===== src/rtl/fc_pkg.sv =====
// Shared types and 16Q11 fixed-point constants for the FC-layer neuron accumulator.
package fc_pkg;

    localparam int DWIDTH    = 16;
    localparam int QWIDTH    = 11;
    localparam int AWIDTH    = 24;
    localparam int CNT_WIDTH = 9;

    localparam logic [DWIDTH-1:0] Q_MAX = 16'h7FFF;
    localparam logic [DWIDTH-1:0] Q_MIN = 16'h8000;

    typedef enum logic [1:0] {
        IDLE,
        ACCUM,
        SAT,
        OUT
    } state_e;

endpackage


===== src/rtl/fc_sat_clamp.sv =====
// Combinational signed width reducer: passes the value through when it fits in OUT_W,
// otherwise clamps to the OUT_W signed max/min and raises clamped.
module fc_sat_clamp #(
    parameter int IN_W  = 25,
    parameter int OUT_W = 24
) (
    input  logic [IN_W-1:0]  din,
    output logic [OUT_W-1:0] dout,
    output logic             clamped
);

    logic fits;

    always_comb begin
        fits    = (din[IN_W-1:OUT_W-1] == {(IN_W-OUT_W+1){din[IN_W-1]}});
        clamped = !fits;
        if (fits) begin
            dout = din[OUT_W-1:0];
        end else if (din[IN_W-1]) begin
            dout = {1'b1, {(OUT_W-1){1'b0}}};
        end else begin
            dout = {1'b0, {(OUT_W-1){1'b1}}};
        end
    end

endmodule


===== src/rtl/fc_accumulator.sv =====
// Sums one neuron's 16Q11 products onto its bias, optional ReLU, saturates to 16Q11; result 2 cycles after last product.
// Upstream products cannot be stalled; the result is held in OUT until dout_ready accepts it.
module fc_accumulator #(
    parameter int DWIDTH    = fc_pkg::DWIDTH,
    parameter int AWIDTH    = fc_pkg::AWIDTH,
    parameter int CNT_WIDTH = fc_pkg::CNT_WIDTH
) (
    input  logic                 clk,
    input  logic                 rst,
    input  logic                 start,
    input  logic [CNT_WIDTH-1:0] len,
    input  logic [DWIDTH-1:0]    bias,
    input  logic                 relu_en,
    input  logic                 prod_valid,
    input  logic [DWIDTH-1:0]    prod_in,
    output logic                 busy,
    output logic                 dout_valid,
    input  logic                 dout_ready,
    output logic [DWIDTH-1:0]    dout,
    output logic                 sat_flag
);
    import fc_pkg::*;

    state_e               state_q, state_d;
    logic [AWIDTH-1:0]    acc_q, acc_d;
    logic [CNT_WIDTH-1:0] cnt_q, cnt_d;
    logic [CNT_WIDTH-1:0] len_q, len_d;
    logic                 relu_q, relu_d;
    logic [DWIDTH-1:0]    dout_q, dout_d;
    logic                 sat_q, sat_d;
    logic                 dout_valid_q, dout_valid_d;

    logic [AWIDTH:0]      sum_wide;
    logic [AWIDTH-1:0]    sum_clamped;
    logic                 sum_sat;
    logic [DWIDTH-1:0]    out_clamped;
    logic                 out_sat;
    logic                 relu_zero;

    // One guard bit above the accumulator so a single product can never wrap before the clamp.
    assign sum_wide = {acc_q[AWIDTH-1], acc_q}
                    + {{(AWIDTH+1-DWIDTH){prod_in[DWIDTH-1]}}, prod_in};

    fc_sat_clamp #(.IN_W(AWIDTH+1), .OUT_W(AWIDTH)) u_acc_clamp (
        .din     (sum_wide),
        .dout    (sum_clamped),
        .clamped (sum_sat)
    );

    fc_sat_clamp #(.IN_W(AWIDTH), .OUT_W(DWIDTH)) u_out_clamp (
        .din     (acc_q),
        .dout    (out_clamped),
        .clamped (out_sat)
    );

    assign relu_zero = relu_q && acc_q[AWIDTH-1];

    always_comb begin
        state_d      = state_q;
        acc_d        = acc_q;
        cnt_d        = cnt_q;
        len_d        = len_q;
        relu_d       = relu_q;
        dout_d       = dout_q;
        sat_d        = sat_q;
        dout_valid_d = dout_valid_q;
        case (state_q)
            IDLE: begin
                if (start) begin
                    len_d   = len;
                    relu_d  = relu_en;
                    acc_d   = {{(AWIDTH-DWIDTH){bias[DWIDTH-1]}}, bias};
                    cnt_d   = '0;
                    sat_d   = 1'b0;
                    state_d = (len == '0) ? SAT : ACCUM;
                end
            end
            ACCUM: begin
                if (prod_valid) begin
                    acc_d = sum_clamped;
                    sat_d = sat_q | sum_sat;
                    cnt_d = cnt_q + 1'b1;
                    if (cnt_q == len_q - 1'b1) begin
                        state_d = SAT;
                    end
                end
            end
            SAT: begin
                // ReLU wins over clamping: a negative sum is forced to zero without flagging.
                dout_d       = relu_zero ? '0 : out_clamped;
                sat_d        = sat_q | (out_sat && !relu_zero);
                dout_valid_d = 1'b1;
                state_d      = OUT;
            end
            OUT: begin
                if (dout_ready) begin
                    dout_valid_d = 1'b0;
                    state_d      = IDLE;
                end
            end
            default: state_d = IDLE;
        endcase
    end

    always_ff @(posedge clk) begin
        if (rst) begin
            state_q      <= IDLE;
            acc_q        <= '0;
            cnt_q        <= '0;
            len_q        <= '0;
            relu_q       <= 1'b0;
            dout_q       <= '0;
            sat_q        <= 1'b0;
            dout_valid_q <= 1'b0;
        end else begin
            state_q      <= state_d;
            acc_q        <= acc_d;
            cnt_q        <= cnt_d;
            len_q        <= len_d;
            relu_q       <= relu_d;
            dout_q       <= dout_d;
            sat_q        <= sat_d;
            dout_valid_q <= dout_valid_d;
        end
    end

    assign busy       = (state_q != IDLE);
    assign dout_valid = dout_valid_q;
    assign dout       = dout_q;
    assign sat_flag   = sat_q;

endmodule


===== config.mk =====
export PLATFORM = sky130hd
export DESIGN_NAME = fc_accumulator
export DESIGN_NICKNAME = d
export VERILOG_FILES = /design/src/rtl/fc_pkg.sv /design/src/rtl/fc_sat_clamp.sv /design/src/rtl/fc_accumulator.sv
export SDC_FILE = /design/constraint.sdc
export NUM_CORES = 1
export LEC_CHECK = 0
export BUFFER_PORTS_ARGS = -buffer_cell sky130_fd_sc_hd__buf_2
export CORE_MARGIN = 1
export CORE_UTILIZATION = 25
export DETAILED_ROUTE_END_ITERATION = 10
export SYNTH_ARGS = -nofsm -noshare
export SYNTH_HDL_FRONTEND = slang
export SYNTH_SLANG_ARGS = --single-unit

===== constraint.sdc =====
create_clock -name clk -period 9.7 [get_ports clk]
set_input_delay 1.94 -clock clk [delete_from_list [all_inputs] [get_ports clk]]
set_output_delay 1.94 -clock clk [all_outputs]
set_load 0.02 [all_outputs]

==> flow_metrics.py <==
metrics = {
    "outcome": {
        "status": "complete, no violations",
    },
    "placement": {
        "io_buffers": 65,
        "gp_congestion": 0.804,
        "hpwl_um": 8870,
    },
    "clock_tree": {
        "cts_sinks": 63,
        "hold_buffers": 0,
        "cts.path.max_buffers": 2,
        "htree_num_levels": 3,
        "clk_pin_slew_ps": 50,
        "clkLatencyLatePin_ps": 330,
        "clock-root-buffer": "clkbuf_16",
        "post-cts-setup-buffer-count": 0,
        "cts_buffers": 9,
        "cts_resized": 0,
        "cts_tree": "yes",
    },
    "pwr": {
        "switchingPower_uw": 604,
        "comb_power_share_pct": 49.2,
        "leakage_uw": 0.00199,
        "ir_drop_v": 0.000117,
        "p_clk_share_pct": 22.2,
        "seqPwrFrac_pct": 28.5,
        "p_per_area_mw_per_mm2": 288,
        "p_int_uw": 829,
        "swShare_pct": 42.2,
    },
    "die": {
        "coreArea_sq_mm": 0.0161,
        "die-area_sq_mm": 0.0172,
        "dieWidth_um": 131,
        "die_y_um": 131,
        "ios": 66,
        "row_count": 46,
        "initial_core_util_pct": 25.9,
    },
    "final_layout": {
        "num_antenna_cells": 0,
        "fin_nets": 643,
        "drive_gt1_share_pct": 16.5,
        "syn2layout_area_growth_pct": 19.6,
    },
    "global_route": {
        "grt_util_all_layers_pct": 13.8,
        "antenna_found_initial": 0,
        "grt-ovfl-total": 0,
        "grt_max_degree": 38,
        "grt_pass1_wl_um": 18300,
        "grt_pass1_vias": 3613,
    },
    "drt": {
        "drtPass1Iterations": 4,
        "vias_per_cell": 4.86,
        "drc_errors": 0,
        "drtAntennaViolNets": 0,
        "wl_um": 11300,
        "vias": 3809,
        "drt_iter0_markers": 232,
        "wire_per_inst_um": 14.4,
    },
    "setup_path": {
        "crit_fanout": 16,
        "critPathKind": "input pin to flop",
        "arrival_ps": 5090,
        "crit_required_ps": 9970,
        "critPathCaptureType": "flop",
        "cp-start-kind": "input pin",
    },
    "sta": {
        "setup_viol": 0,
        "tns_ps": 0,
        "hold-worst-slack_ps": 462,
        "skew_ps": 3.77,
        "finalMaxSlewViolations": 0,
        "grt_setup_unrepaired": "no",
        "max_slew.worst_pin.slew_ps": 1050,
        "post-route-period-util_pct": 49.6,
        "period_needed_ps": 4820,
        "hold_viol": 0,
        "relSlewSlack_pct": 30.3,
        "max_freq_ghz": 0.208,
    },
    "yosys": {
        "netlist_instances": 508,
        "synth_top_area_share_pct": 30.3,
        "ys_async_sr_fraction_pct": 0,
        "ys_seq_area_share_pct": 30.3,
        "ys_ff_latch": 63,
        "synth.cell_area_sq_mm": 0.00417,
        "synth_nets": 587,
        "netlist.top_cell.by_area": "dfxtp_1",
        "yosys.cell_types.count": 63,
        "synth.most_common_cell": "a21oi_1",
        "synth_ff_type": "dfxtp_1",
        "ys_warn_count": 0,
        "avgSynthCellArea_sq_um": 8.20,
        "yosys-top-cells-area": "dfxtp_1, ha_1, a21oi_1",
        "synth_edf_count": 0,
        "ys_top_cells_by_count": "a21oi_1, dfxtp_1, nand2_1, o21ai_0, ha_1",
    },
    "job": {
        "cap_violations": 0,
    },
    "hold_path": {
        "min_path_type": "flop to flop",
    },
}
==> logic make-up (layout without fill, tap and decap cells) <==
group	count (synthesis)	count (layout)	share of synthesized area (%)
fa+ha+maj	32	32	9.79
mux	2	2	0.511
flops	63	63	30.3
xor+xnor	33	33	6.94
compound gates	199	199	32.4
simple gates	140	140	16.4
buf+inv	39	99	3.72
==> per-stage QoR <==
step / util, % / worst slack [ps] / cell area, sq um / power, uW / std cells
final: 31.0 / 4880 / 4980 / 1430 / 784
after global routing: 31.0 / 4500 / 4980 / 1550 / 784
after CTS: 31.0 / 4900 / 4980 / 1440 / 784
after detailed placement: 29.1 / 4560 / 4680 / 1110 / 769
after global placement: 29.1 / 4590 / 4680 / 1110 / 769
after floorplan: - / 5200 / 4170 / 939 / 508
==> cells in the final DEF, fill, tap and decap left out, types with 3 or more instances in the layout <==
| master | n |
|---|---|
| nand2_1 | 53 |
| or3_1 | 3 |
| a21o_1 | 8 |
| and2_1 | 3 |
| and3_1 | 3 |
| o21ai_1 | 3 |
| a31oi_1 | 3 |
| a221o_1 | 8 |
| o21ai_0 | 43 |
| nor4_1 | 5 |
| xnor2_1 | 18 |
| a21oi_1 | 64 |
| xor2_1 | 15 |
| buf_2 | 65 |
| clkbuf_16 | 9 |
| nor2_1 | 24 |
| ha_1 | 31 |
| a211oi_1 | 6 |
| nand3_1 | 4 |
| nor3_1 | 7 |
| a32oi_1 | 6 |
| nand2b_1 | 21 |
| inv_1 | 18 |
| nand4_1 | 8 |
| o211ai_1 | 19 |
| dfxtp_1 | 63 |
| o21bai_1 | 6 |
==> worst max-delay path, stage by stage <==
cell,delay (ps)
buf_2,80
ha_1,190
inv_1,70
fa_1,370
nand2b_2,210
a21oi_2,140
o41a_1,270
a41oi_2,170
a21oi_2,350
nor4_1,110
o21bai_2,480
nor2b_1,490
a221o_1,220
==> worst paths after layout <==
check / cells past startpoint / startpoint / to / slack (ps)
max: 13 / prod_in[0] / acc_q[18] / 4880
min: 2 / dout[10] / dout[10] / 460
max reg2reg: 9 / state_q[1] / acc_q[18] / 5790
min reg2reg: 2 / dout[10] / dout[10] / 460
==> flip-flops by register name, indices dropped and copies added (netlist names) <==
| register | flops |
|---|---|
| state_q | 2 |
| dout_valid | 1 |
| dout | 16 |
| relu_q | 1 |
| len_q | 9 |
| cnt_q | 9 |
| acc_q | 24 |
| sat_flag | 1 |
==> layout make-up <==
type | instances | area [sq um]
Timing Repair Buffer | 66 | 333
Sequential cell | 63 | 1260
Clock buffer | 12 | 256
Multi-Input combinational cell | 406 | 2750
Tap cell | 216 | 270
Inverter | 18 | 67.6
Fill cell | 1696 | 11100
Clock inverter | 3 | 42.5
==> layer usage <==
metal  track usage (%)  vias to the layer above  share of wire, %
met2              21.8                       69                44
li1                  -                     1994                 -
met5                 0                        -                 0
met1              18.5                     1736                50
met4              5.75                        0               1.6
met3              2.52                       10               4.3
==> power groups by stage <==
stage,Sequential [uW],Combinational [uW],Clock (uW)
after floorplan,422,517,0
after global placement,414,700,0
after detailed placement,413,702,0
after CTS,409,706,324
after global routing,421,790,335
final,409,705,319
No activity file was read; power rests on OpenSTA's default activity.
